### src/rtl/shift_arbiter.sv
// shift_arbiter
//   Shares one 32-bit logarithmic left shifter between two requesters and
//   performs SLL / SRL / SRA. Right shifts reuse the left shifter by bit
//   reversing the operand and the result; SRA ORs in a sign-fill mask.
//   Each requester owns one slot flag (at most one transaction in flight per
//   requester) and one registered response with back-pressure.
// Ports
//   i_clk, i_rst_n                       clock, async active-low reset
//   i_reqK_valid / o_reqK_ready          request handshake, K = 0,1
//   i_reqK_data[31:0], i_reqK_shamt[4:0], i_reqK_op[1:0]
//                                        operand, amount, op (00 SLL, 01 SRL,
//                                        10 SRA, 11 treated as SLL)
//   o_rspK_valid / i_rspK_ready          response handshake
//   o_rspK_data[31:0]                    result
//   o_busy                               either slot occupied
// Parameter
//   RR_EN  1 = round robin, 0 = req0 always has priority

module shifter_left (
  input  logic [31:0] i_data,
  input  logic [4:0]  i_shamt,
  output logic [31:0] o_data
);
  logic [31:0] w_st0, w_st1, w_st2, w_st3;

  assign w_st0  = i_shamt[0] ? {i_data[30:0], 1'b0}  : i_data;
  assign w_st1  = i_shamt[1] ? {w_st0[29:0], 2'b0}   : w_st0;
  assign w_st2  = i_shamt[2] ? {w_st1[27:0], 4'b0}   : w_st1;
  assign w_st3  = i_shamt[3] ? {w_st2[23:0], 8'b0}   : w_st2;
  assign o_data = i_shamt[4] ? {w_st3[15:0], 16'b0}  : w_st3;
endmodule

module shift_arbiter #(
  parameter bit RR_EN = 1'b1
) (
  input  logic        i_clk,
  input  logic        i_rst_n,
  input  logic        i_req0_valid,
  output logic        o_req0_ready,
  input  logic [31:0] i_req0_data,
  input  logic [4:0]  i_req0_shamt,
  input  logic [1:0]  i_req0_op,
  output logic        o_rsp0_valid,
  input  logic        i_rsp0_ready,
  output logic [31:0] o_rsp0_data,
  input  logic        i_req1_valid,
  output logic        o_req1_ready,
  input  logic [31:0] i_req1_data,
  input  logic [4:0]  i_req1_shamt,
  input  logic [1:0]  i_req1_op,
  output logic        o_rsp1_valid,
  input  logic        i_rsp1_ready,
  output logic [31:0] o_rsp1_data,
  output logic        o_busy
);
  logic        r_busy0, r_busy1;
  logic        r_last_grant;
  logic        r_s1_valid, r_s1_id;
  logic [1:0]  r_s1_op;
  logic [31:0] r_s1_data;
  logic [4:0]  r_s1_shamt;
  logic        r_rsp0_valid, r_rsp1_valid;
  logic [31:0] r_rsp0_data, r_rsp1_data;

  logic        w_elig0, w_elig1, w_prio0;
  logic        w_hs0, w_hs1, w_rsp_hs0, w_rsp_hs1;
  logic        w_right, w_sra;
  logic [31:0] w_shift_in, w_shift_out, w_shift_adj, w_fill_mask, w_result;

  function automatic logic [31:0] bitrev(input logic [31:0] v);
    for (int i = 0; i < 32; i++) bitrev[i] = v[31-i];
  endfunction

  // Arbitration: ready never looks at the requester's own valid.
  // r_last_grant = 1 means req1 won last, so req0 holds priority.
  assign w_elig0 = i_req0_valid & ~r_busy0;
  assign w_elig1 = i_req1_valid & ~r_busy1;
  assign w_prio0 = RR_EN ? r_last_grant : 1'b1;

  assign o_req0_ready = i_rst_n & ~r_busy0 & (~w_elig1 | w_prio0);
  assign o_req1_ready = i_rst_n & ~r_busy1 & (~w_elig0 | ~w_prio0);

  assign w_hs0     = i_req0_valid & o_req0_ready;
  assign w_hs1     = i_req1_valid & o_req1_ready;
  assign w_rsp_hs0 = r_rsp0_valid & i_rsp0_ready;
  assign w_rsp_hs1 = r_rsp1_valid & i_rsp1_ready;

  // Compute from S1
  assign w_right    = (r_s1_op == 2'b01) | (r_s1_op == 2'b10);
  assign w_sra      = (r_s1_op == 2'b10);
  assign w_shift_in = w_right ? bitrev(r_s1_data) : r_s1_data;

  shifter_left u_shifter (
    .i_data  (w_shift_in),
    .i_shamt (r_s1_shamt),
    .o_data  (w_shift_out)
  );

  assign w_shift_adj = w_right ? bitrev(w_shift_out) : w_shift_out;

  // Top shamt bits are sign-filled; empty when shamt is 0.
  always_comb begin
    w_fill_mask = '0;
    for (int i = 0; i < 32; i++) begin
      if ((r_s1_shamt != 5'd0) && (6'(i) >= (6'd32 - {1'b0, r_s1_shamt})))
        w_fill_mask[i] = 1'b1;
    end
  end

  assign w_result = w_shift_adj | ((w_sra & r_s1_data[31]) ? w_fill_mask : 32'h0);

  always_ff @(posedge i_clk or negedge i_rst_n) begin
    if (!i_rst_n) begin
      r_busy0      <= 1'b0;
      r_busy1      <= 1'b0;
      r_last_grant <= 1'b1;
      r_s1_valid   <= 1'b0;
      r_s1_id      <= 1'b0;
      r_s1_op      <= 2'b00;
      r_s1_data    <= 32'h0;
      r_s1_shamt   <= 5'd0;
      r_rsp0_valid <= 1'b0;
      r_rsp0_data  <= 32'h0;
      r_rsp1_valid <= 1'b0;
      r_rsp1_data  <= 32'h0;
    end else begin
      // Slot flags: set and clear can never coincide for the same requester.
      if (w_hs0)          r_busy0 <= 1'b1;
      else if (w_rsp_hs0) r_busy0 <= 1'b0;
      if (w_hs1)          r_busy1 <= 1'b1;
      else if (w_rsp_hs1) r_busy1 <= 1'b0;

      if (w_hs0)      r_last_grant <= 1'b0;
      else if (w_hs1) r_last_grant <= 1'b1;

      // S1 needs no stall: the response slot is already reserved by busy.
      if (w_hs0) begin
        r_s1_valid <= 1'b1;
        r_s1_id    <= 1'b0;
        r_s1_op    <= i_req0_op;
        r_s1_data  <= i_req0_data;
        r_s1_shamt <= i_req0_shamt;
      end else if (w_hs1) begin
        r_s1_valid <= 1'b1;
        r_s1_id    <= 1'b1;
        r_s1_op    <= i_req1_op;
        r_s1_data  <= i_req1_data;
        r_s1_shamt <= i_req1_shamt;
      end else begin
        r_s1_valid <= 1'b0;
      end

      if (r_s1_valid && !r_s1_id) begin
        r_rsp0_valid <= 1'b1;
        r_rsp0_data  <= w_result;
      end else if (w_rsp_hs0) begin
        r_rsp0_valid <= 1'b0;
        r_rsp0_data  <= 32'h0;
      end

      if (r_s1_valid && r_s1_id) begin
        r_rsp1_valid <= 1'b1;
        r_rsp1_data  <= w_result;
      end else if (w_rsp_hs1) begin
        r_rsp1_valid <= 1'b0;
        r_rsp1_data  <= 32'h0;
      end
    end
  end

  assign o_rsp0_valid = r_rsp0_valid;
  assign o_rsp0_data  = r_rsp0_data;
  assign o_rsp1_valid = r_rsp1_valid;
  assign o_rsp1_data  = r_rsp1_data;
  assign o_busy       = r_busy0 | r_busy1;
endmodule
### config.mk
export PLATFORM = sky130hd
export DESIGN_NAME = shift_arbiter
export DESIGN_NICKNAME = d
export VERILOG_FILES = /design/src/rtl/shift_arbiter.sv
export SDC_FILE = /design/constraint.sdc
export NUM_CORES = 1
export LEC_CHECK = 0
export ABC_AREA = 1
export CAP_MARGIN = 20
export CORE_ASPECT_RATIO = 1.5
export CORE_MARGIN = 5
export CORE_UTILIZATION = 50
export DETAILED_ROUTE_END_ITERATION = 16
export GPL_TIMING_DRIVEN = 0
export HOLD_SLACK_MARGIN = 0.02
export MAX_ROUTING_LAYER = met4
export PLACE_DENSITY = 0.89
export SLEW_MARGIN = 20
export SYNTH_ARGS = -nofsm -noshare
export SYNTH_HDL_FRONTEND = slang
export SYNTH_SLANG_ARGS = --single-unit
### constraint.sdc
create_clock -name i_clk -period 3.9 [get_ports i_clk]
set_input_delay 0.78 -clock i_clk [delete_from_list [all_inputs] [get_ports i_clk]]
set_output_delay 0.78 -clock i_clk [all_outputs]
set_load 0.03 [all_outputs]
* Word-level counts from Yosys, hierarchy flattened
Cells that the tools add are included.
** Word-level totals
- Flip-flop bits (word level) :: 110
** Operators by class
- Reduce and logical (&&, ||, !) cells :: 41
- Order comparisons :: 32
- Equal/unequal tests :: 2
- Muxes and demuxes :: 60
- Bitwise gates (word level) :: 21
- $add $sub $neg :: 1
** Operator list (number)
- 32-bit two-way mux :: 14
- 5-bit by 6-bit greater-or-equal comparator with 1-bit output, first input constant :: 16
- 4-bit by 6-bit greater-or-equal comparator with 1-bit output, first input constant :: 8
- 1-bit two-way mux :: 42
- 1-bit logical AND :: 34
- 32-bit OR :: 1
- 3-bit by 6-bit greater-or-equal comparator with 1-bit output, first input constant :: 4
- 1-bit by 6-bit greater-or-equal comparator with 1-bit output, first input constant :: 2
- 2-bit by 6-bit greater-or-equal comparator with 1-bit output, first input constant :: 2
- 1-bit bitwise AND :: 11
- 5-bit two-way mux :: 2
- 2-bit nonzero test :: 5
- 6-bit by 5-bit subtractor with 6-bit output, first input constant :: 1
- 1-bit inverter :: 5
- 5-bit nonzero test :: 1
- 2-bit two-way mux :: 2
- 1-bit OR :: 4
- 2-bit by 1-bit == test with 1-bit output, second input constant :: 1
- 2-bit == test, second input constant :: 1
- 1-bit logical NOT :: 1

* Depth between registers and ports, before layout
Gate-level depths: netlist (run 1).
- Depth in word-level cells :: 11
- Gate-level depth with buffers :: 20

* Cells and area by module
Synthesis (run 1) repeated with hierarchy kept, for this count alone.
** Unflattened totals
- Cells, all modules :: 1133
- Area, all modules :: 7368.3 µm²
** By module, submodules not included
- shift_arbiter :: cells each 779, area each 5773.0 µm², instances 1
- shifter_left :: cells each 354, area each 1595.3 µm², instances 1

* Worst setup path after synthesis (run 1)
Ideal clock, no wire load.
- Path kind :: register -> register
- Start point :: reg r_s1_shamt[1]
- End point :: reg r_rsp0_data[1], in the netlist o_rsp0_data[1]
- Clock period less this slack :: 2461 ps
- Cell stages (with the launch flop) :: 21
- Arrival time :: 2396 ps
- Setup slack :: 1439 ps
- Setup time :: 66 ps
- Cell sequence :: dfrtp_1 buf_2 clkinv_1 buf_2 ha_1 inv_1 nor2_1 inv_1 nor2_1 ha_1 inv_1 nand2_2 nor2_4 nand2_2 inv_2 nand3_1 o21ai_1 inv_2 nand2_1 nand2_1 nand2_1
** On the way
- Longest elaborated chain between the ends :: 7
** Ends and longest elaborated chain
- start, declared :: RTL line 61 : logic [4:0] r_s1_shamt;
- start signal, assigned :: RTL line 142 : r_s1_shamt <= i_req0_shamt;
- start signal, assigned :: RTL line 148 : r_s1_shamt <= i_req1_shamt;
- 6-bit by 5-bit subtractor with 6-bit output / 32-bit two-way mux (equally long branches) :: RTL line 105, 27
- 1-bit by 6-bit greater-or-equal comparator with 1-bit output / 32-bit two-way mux (equally long branches) :: RTL line 105, 28
- 1-bit logical AND / 32-bit two-way mux (equally long branches) :: RTL line 105, 29
- 1-bit two-way mux / 32-bit two-way mux (equally long branches) :: RTL line 105, 30
- 32-bit two-way mux, on equally long branches :: RTL line 110, 99
- 32-bit OR (*) :: RTL line 110 : assign w_result = w_shift_adj | ((w_sra & r_s1_data[31]) ? w_fill_mask : 32'h0);
- 32-bit two-way mux (*) :: RTL line 153 : if (r_s1_valid && !r_s1_id) begin
- end signal, assigned :: RTL line 155 : r_rsp0_data <= w_result;
- end, declared :: RTL line 63 : logic [31:0] r_rsp0_data, r_rsp1_data;
Mark *: on every way between the ends. The rest lies on a longest branch, timed or not.
A chain may end at the register's enable or synchronous reset.

* Worst setup path in the final report (run 1)
- Start point :: reg r_s1_shamt[1]
- End point :: reg r_rsp1_data[14], in the netlist o_rsp1_data[14]
** On the way
- Longest elaborated chain between the ends :: 7
** Ends and longest elaborated chain
- 6-bit by 5-bit subtractor with 6-bit output / 32-bit two-way mux (equally long branches) :: RTL line 105, 27
- 4-bit by 6-bit greater-or-equal comparator with 1-bit output / 32-bit two-way mux (equally long branches) :: RTL line 105, 28
- 1-bit logical AND / 32-bit two-way mux (equally long branches) :: RTL line 105, 29
- 1-bit two-way mux / 32-bit two-way mux (equally long branches) :: RTL line 105, 30
- 32-bit two-way mux, on equally long branches :: RTL line 110, 99
- 32-bit OR (*) :: RTL line 110
- 32-bit two-way mux (*) :: RTL line 161 : if (r_s1_valid && r_s1_id) begin
- end signal, assigned :: RTL line 163 : r_rsp1_data <= w_result;
- end, declared :: RTL line 63
Marked as above.

==> metrics, run 1 <==
antenna violations before repair 0; startpoint-to-endpoint class of the critical path flop to flop; Static Leakage 4.82 nW; RSZ-0062 raised after global routing false; maximum number of pins on one net before global-route repair 61; starting utilization of the core area 0.511; outcome completed; portion of the post-synthesis area used by sequential elements 0.369; Critical Path Sink Type flop; fin worst setup slack slightly below 500 ps; nature of the critical path startpoint flop; number of buffers created by CTS 9; peak ir drop on the vdd network between 0.5 and 0.6 mV; vertical extent of the die about 160 um; number of register bits inferred by synthesis between 100 and 150; share of the clock period used by the worst path 0.873; remaining number of nets flagged by the antenna check after routing 0; site row count between 50 and 60; Net Sw Frac 0.582; worst-margin pin slew between 600 and 700 ps; Skew-Pair Late Insertion Delay between 300 and 400 ps; number of warning messages in the yosys log 0; post-synthesis cell count about 1100; ranking of synthesized cells by area sky130_fd_sc_hd__dfrtp_1, sky130_fd_sc_hd__nand2_1, sky130_fd_sc_hd__nand3_1; count of final hold-check violations 0; global-route wire length before repair ~45000 um; P_int 4.30 mW; Core Footprint 14600 um^2; die outline area between 15000 and 20000 um^2; maximum number of buffers from clock root to sink 2; die extent in x between 100 and 150 um; DRC 0; number of endpoints failing setup at the final stage 0; biggest area consumer among synthesized cells sky130_fd_sc_hd__dfrtp_1; via-per-instance ratio roughly 5.7; number of optimization iterations in the first detailed-route pass 6; Critical R2R Launch r_s1_shamt[1]; Sequential Power Share 0.180; Net Switching ~6.0 mW; synthesis-to-finish area growth 27.9%; register-to-register setup slack between 400 and 500 ps; worst r2r path cells 17; Clk network pwr share 0.089; io pins around 150; routed wire length on met2 15300 um; number of buffer cells added on primary ports 152; detailed-route via count 8587; required time of the critical path between 4000 and 5000 ps; Post-Place Worst Slack approximately 520 ps; combined area of all synthesized cells ~7500 um^2; largest fanout of any net on the critical path 11; detailed-route wire length 29000 um; Mean Syn Cell Area roughly 6.5 um^2; number of nets at the end of the flow 1399; Netlist cell types 33; cts-stage hold buffer count 0; clock slew at reported path FFs around 80 ps; relative slew slack 0.587; number of DRC markers in iteration 0 around 630; path class of the lowest-slack min-delay path primary input to asynchronous set/reset pin; Top Metal Used met4; combinational cell fraction of total power 0.731; r2r endpoint o_rsp1_data[14]; H-tree levels 3; number of sinks handled by clock tree synthesis 110; Final HPWL DP around 24000 um; peak clock frequency supported by timing between 200 and 300 MHz; Max Transition Viols Final 0; time the final worst path needs with I/O delays and setup between 3000 and 4000 ps; number of setup buffers added after CTS 0; sum of routed wire segments on met1 approximately 10000 um; gr usage total 0.344; Wirelength per Cell approximately 19 um; share of the synthesized area in the top cell type 0.366; leftover overflow at the end of global routing 0; total of fill cells in the finished design 1366; power density over the cells 1080 nW/um^2; Max Cap Violations 0; worst setup skew after layout about 15 ps; Data arrival, critical path between 3000 and 4000 ps; Tot Pwr about 10 mW; vias in the first global route between 8000 and 9000; number of nets produced by synthesis about 1200; number of resized instances in the post-cts repair step 0; CTS tree yes; number of antenna cells inserted 0; cell at the root of the clock tree sky130_fd_sc_hd__clkbuf_16; met3 routed WL between 1000 and 1500 um; Final GP Congestion ~1.0; layout cell share with drive strength beyond 1 0.0510
-- registers in the layout (all words and copies together), names as in the netlist, 2 cells and up --
signal       flops
o_rsp0_data     32
o_rsp1_data     32
r_s1_data       32
r_s1_shamt       5
r_s1_op          2
-- cells by family after synthesis --
logic type      Yosys count  synth area share
simple gates            769             0.447
buf+inv                 132            0.0736
compound gates          130             0.102
flops                   110             0.369
fa+ha+maj                 5           0.00838
-- layout by cell type, fill, tap and decap left out, types with 2 or more instances in the layout --
master,n
sky130_fd_sc_hd__a21oi_1,12
sky130_fd_sc_hd__buf_1,15
sky130_fd_sc_hd__buf_2,22
sky130_fd_sc_hd__buf_4,7
sky130_fd_sc_hd__clkbuf_1,32
sky130_fd_sc_hd__clkbuf_16,9
sky130_fd_sc_hd__clkdlybuf4s50_1,151
sky130_fd_sc_hd__clkinv_4,2
sky130_fd_sc_hd__clkinvlp_4,2
sky130_fd_sc_hd__dfrtp_1,109
sky130_fd_sc_hd__ha_1,5
sky130_fd_sc_hd__inv_1,47
sky130_fd_sc_hd__inv_2,9
sky130_fd_sc_hd__nand2_1,426
sky130_fd_sc_hd__nand2_2,4
sky130_fd_sc_hd__nand3_1,285
sky130_fd_sc_hd__nand4_1,15
sky130_fd_sc_hd__nor2_1,29
sky130_fd_sc_hd__nor2_4,4
sky130_fd_sc_hd__nor3_1,2
sky130_fd_sc_hd__o211ai_1,4
sky130_fd_sc_hd__o21ai_0,70
sky130_fd_sc_hd__o21ai_1,6
sky130_fd_sc_hd__o21bai_1,31
-- area by class of cell --
type                    count  area [um^2]  share of cell area
inverters                  57          214              0.0224
plain buffers              75          335              0.0351
multi-input cells         904         4160               0.436
flip-flops and latches    110         2750               0.289
repair buffers            153         1550               0.162
clock buffers              11          243              0.0254
well taps                 196          245              0.0257
clock inverters             5         43.8             0.00459
-- cell usage after synthesis --
library cell,instances
sky130_fd_sc_hd__nand2_1,426
sky130_fd_sc_hd__nand3_1,285
sky130_fd_sc_hd__dfrtp_1,109
sky130_fd_sc_hd__o21ai_0,70
sky130_fd_sc_hd__inv_1,47
sky130_fd_sc_hd__clkbuf_1,31
sky130_fd_sc_hd__o21bai_1,31
sky130_fd_sc_hd__nor2_1,29
sky130_fd_sc_hd__buf_2,22
sky130_fd_sc_hd__buf_1,15
sky130_fd_sc_hd__nand4_1,15
sky130_fd_sc_hd__a21oi_1,12
sky130_fd_sc_hd__inv_2,9
sky130_fd_sc_hd__buf_4,7
sky130_fd_sc_hd__o21ai_1,6
sky130_fd_sc_hd__ha_1,5
sky130_fd_sc_hd__nand2_2,4
sky130_fd_sc_hd__nor2_4,4
sky130_fd_sc_hd__o211ai_1,4
sky130_fd_sc_hd__nor3_1,2
sky130_fd_sc_hd__a211oi_1,1
sky130_fd_sc_hd__a21boi_0,1
sky130_fd_sc_hd__a22oi_1,1
sky130_fd_sc_hd__and2_1,1
sky130_fd_sc_hd__clkinv_1,1
sky130_fd_sc_hd__dfstp_2,1
sky130_fd_sc_hd__nand2_4,1
sky130_fd_sc_hd__nor2_2,1
sky130_fd_sc_hd__o21a_1,1
sky130_fd_sc_hd__o21ai_2,1
sky130_fd_sc_hd__o311ai_1,1
sky130_fd_sc_hd__o31ai_1,1
sky130_fd_sc_hd__or2_1,1
-- power by group through the flow --
stage	Combinational, mW	Sequential (mW)	Clock, mW
final	7.51	1.85	0.914
after global routing	8.15	1.89	0.961
after floorplan	4.53	2.20	0
after global placement	7.24	1.84	0
after CTS	7.34	1.84	0.909
after detailed placement	7.31	1.86	0
-- how the worst max path moves through the flow --
stage / cells past startpoint / slack (ps) / start / to
floorplan: 20 / 1440 / r_s1_shamt[1] / o_rsp0_data[1]
global placement: 4 / -2880 / i_rst_n / o_req1_ready
detailed placement: 12 / 520 / i_rst_n / r_s1_data[14]
CTS: 7 / 570 / i_rst_n / o_req0_ready
global route: 17 / 300 / r_s1_shamt[1] / o_rsp0_data[14]
finish: 17 / 500 / r_s1_shamt[1] / o_rsp1_data[14]
-- worst max-delay path, stage by stage (launching register included) --
cell and delay (ps):
sky130_fd_sc_hd__dfrtp_1 350, sky130_fd_sc_hd__buf_2 180, sky130_fd_sc_hd__clkinv_1 230, sky130_fd_sc_hd__buf_2 290, sky130_fd_sc_hd__ha_1 260, sky130_fd_sc_hd__inv_1 140, sky130_fd_sc_hd__nor2_1 110, sky130_fd_sc_hd__inv_1 100
sky130_fd_sc_hd__nor2_1 50, sky130_fd_sc_hd__ha_1 200, sky130_fd_sc_hd__nor2_1 120, sky130_fd_sc_hd__buf_2 240, sky130_fd_sc_hd__nand2_1 130, sky130_fd_sc_hd__nor2_1 440, sky130_fd_sc_hd__o21ai_0 200, sky130_fd_sc_hd__nand3_1 150
sky130_fd_sc_hd__nand2_1 60, sky130_fd_sc_hd__nand2_1 80
-- metrics by stage --
step            util  setup TNS, ps  cells  hold slack, ps  area [um^2]
2_1_floorplan      -              0   1146             450         7460
3_3_place_gp   0.632        -327330   1494             462         9230
3_5_place_dp   0.634              0   1495             464         9260
4_1_cts        0.654              0   1511             377         9540
5_1_grt        0.654              0   1511             404         9540
6_report       0.654              0   1511             351         9540
-- routing by layer --
layer / vias up / global-route usage
met5: - / -
met1: 3949 / 0.352
li1: 4125 / -
met4: 0 / 0.241
met2: 391 / 0.602
met3: 122 / 0.0291
No activity file was read; power rests on OpenSTA's default activity.
==> run 2, diff against run 1 <==
CELL_PAD_IN_SITES_DETAIL_PLACEMENT = 1   (was unset)
CELL_PAD_IN_SITES_GLOBAL_PLACEMENT = 1   (was unset)
CORE_UTILIZATION = 39   (was 50)
PLACE_DENSITY = 0.95   (was 0.89)
==> metrics, run 2 (synthesis gave the netlist of run 1 again) <==
multi-input combinational cell area 4160 um^2 (unchanged); time the final worst path needs with I/O delays and setup 3510 ps (+106 ps); Core Footprint 19000 um^2 (+30%); met1 demand-to-capacity share in global routing 0.301 (-0.0513); Final GP Congestion 1.01 (-2.7%); peak clock frequency supported by timing 285 MHz (-3.0%); site row count 62 (+15%); power density over the cells 1100 nW/um^2 (+2.0%); flip-flop and latch area 2750 um^2 (unchanged); Final HPWL DP 27300 um (+14%); outcome completed; met2 track demand over resource 0.574 (-0.0280); routing usage on met3 0.0286 (-0.000463); number of endpoints failing setup at the final stage 0 (unchanged); detailed-route via count 8764 (+2.1%); final cell utilization of the core 0.506 (-0.148); required time of the critical path 4210 ps (about the same); antenna violations before repair 0 (unchanged); layout cell share with drive strength beyond 1 0.0510 (unchanged); maximum number of buffers from clock root to sink 2 (unchanged); starting utilization of the core area 0.393 (-0.119); global-route wire length before repair 51600 um (+14%); synthesis-to-finish area growth 29.0%; path class of the lowest-slack min-delay path primary input to asynchronous set/reset pin; vertical extent of the die 179 um (+12%); gr usage total 0.310 (-0.0337); Skew-Pair Late Insertion Delay 380 ps (about the same); CTS tree yes; number of resized instances in the post-cts repair step 0 (unchanged); detailed-route wire length 32600 um (+13%); number of DRC markers in iteration 0 480 (-23%); Wirelength per Cell 20.8 um (+8.2%); io pins 153 (unchanged); largest fanout of any net on the critical path 11 (unchanged); DRC 0 (unchanged); number of nets at the end of the flow 1399 (unchanged); RSZ-0062 raised after global routing false; count of buffering cells on the critical path with inverters included 6 (unchanged); clock slew at reported path FFs 90 ps (about the same); die extent in x 123 um (+12%); most heavily used metal layer in global routing met2; number of optimization iterations in the first detailed-route pass 5 (-1); register-to-register setup slack 390 ps (-110 ps); die outline area 22100 um^2 (+26%); peak ir drop on the vdd network 0.381 mV (-33%); Tot Pwr 10.6 mW (+2.9%); Max Cap Violations 0 (unchanged); worst setup skew after layout 17.2 ps (+2.50 ps); total of fill cells in the finished design 2523 (+85%); critical-path cell list buf_2 -> clkinv_1 -> buf_2 -> ha_1 -> inv_1 -> nor2_1 -> inv_1 -> nor2_1 -> ha_1 -> nor2_1 -> buf_2 -> nand2_1 -> nor2_1 -> o21ai_0 -> nand3_1 -> nand2_1 -> nand2_1; Static Leakage 4.83 nW (+0.18%); share of the clock period used by the worst path 0.900 (+0.0271); vias in the first global route 9558 (+12%); number of setup buffers added after CTS 0 (unchanged); worst slack on hold paths 303 ps (-48.3 ps); top library cells by usage in the layout, fill and taps aside sky130_fd_sc_hd__nand2_1, sky130_fd_sc_hd__nand3_1, sky130_fd_sc_hd__clkdlybuf4s50_1; DP Area 9330 um^2 (+0.81%); Data arrival, critical path 3820 ps (+110 ps); Worst path most repeated cell sky130_fd_sc_hd__nor2_1; number of antenna cells inserted 0 (unchanged); crit-path leading delay family buffers and inverters; placed cell count 1555 (+4.0%); via-per-instance ratio 5.58 (-1.8%); count of final hold-check violations 0 (unchanged); nature of the critical path startpoint flop; number of buffer cells added on primary ports 152 (unchanged); number of sinks handled by clock tree synthesis 110 (unchanged); Cell Count, Final, Fillers Out 1571 (+4.0%); relative slew slack 0.554 (-0.0326); cell at the root of the clock tree sky130_fd_sc_hd__clkbuf_16; leftover overflow at the end of global routing 0 (unchanged); cts-stage hold buffer count 0 (unchanged); H-tree levels 3 (unchanged); most frequent standard cell in the layout excluding fill and tap cells sky130_fd_sc_hd__nand2_1; remaining number of nets flagged by the antenna check after routing 0 (unchanged); maximum number of pins on one net before global-route repair 72 (+18%); final design instance area without fill 9620 um^2 (+0.84%); startpoint-to-endpoint class of the critical path flop to flop; Critical Path Sink Type flop; cell at the slowest stage of the critical path sky130_fd_sc_hd__nor2_1; worst-margin pin slew 669 ps (+48.9 ps); number of buffers created by CTS 9 (unchanged); Slowest Stage Delay on Critical Path 440 ps (about the same); Max Transition Viols Final 0 (unchanged)
==> run 2: cell count changes in the layout (fill, tap and decap cells not counted), sizes merged <==
cell,change
clkbuf,-1
clkinv,+1
inv,+2
clkinvlp,-2
==> run 2: metrics by stage <==
stage	setup TNS, ps	worst slack (ps)
3_5_place_dp	0	357
6_report	0	391
4_1_cts	0	459
5_1_grt	0	204
2_1_floorplan	0	1440
3_3_place_gp	-350930	-3000
==> run 2: power breakdown <==
part	leakage [nW]	internal [mW]	total [mW]	switching (mW)
clock network	0.142	0.452	0.932	0.481
logic	3.26	2.26	7.77	5.50
registers	1.42	1.57	1.87	0.296
total	4.83	4.29	10.6	6.28
==> run 2: path summary, 6_finish.rpt <==
kind	endpoint	start	cells past startpoint
setup / recovery	o_rsp1_data[14]	r_s1_shamt[1]	17
hold / removal	o_rsp0_data[5]	i_rst_n	1
setup reg to reg	o_rsp1_data[14]	r_s1_shamt[1]	17
hold reg to reg	o_rsp1_data[3]	o_rsp1_data[3]	2
max in group asynchronous	r_last_grant	i_rst_n	2
min in group i_clk	o_rsp1_data[3]	o_rsp1_data[3]	2
==> run 2: metal layers <==
| layer | vias up | wire, um |
|---|---|---|
| met2 | 262 | 18000 |
| met1 | 4249 | 11300 |
| li1 | 4132 | - |
| met3 | 121 | 1030 |
| met5 | - | 0 |
| met4 | 0 | 2310 |
==> run 2: cell type report <==
class                           count  area share
Buffer                             75      0.0348
Clock buffer                       10      0.0238
Clock inverter                      6     0.00650
Inverter                           57      0.0222
Multi-Input combinational cell    904       0.432
Sequential cell                   110       0.286
Tap cell                          256      0.0333
Timing Repair Buffer              153       0.161
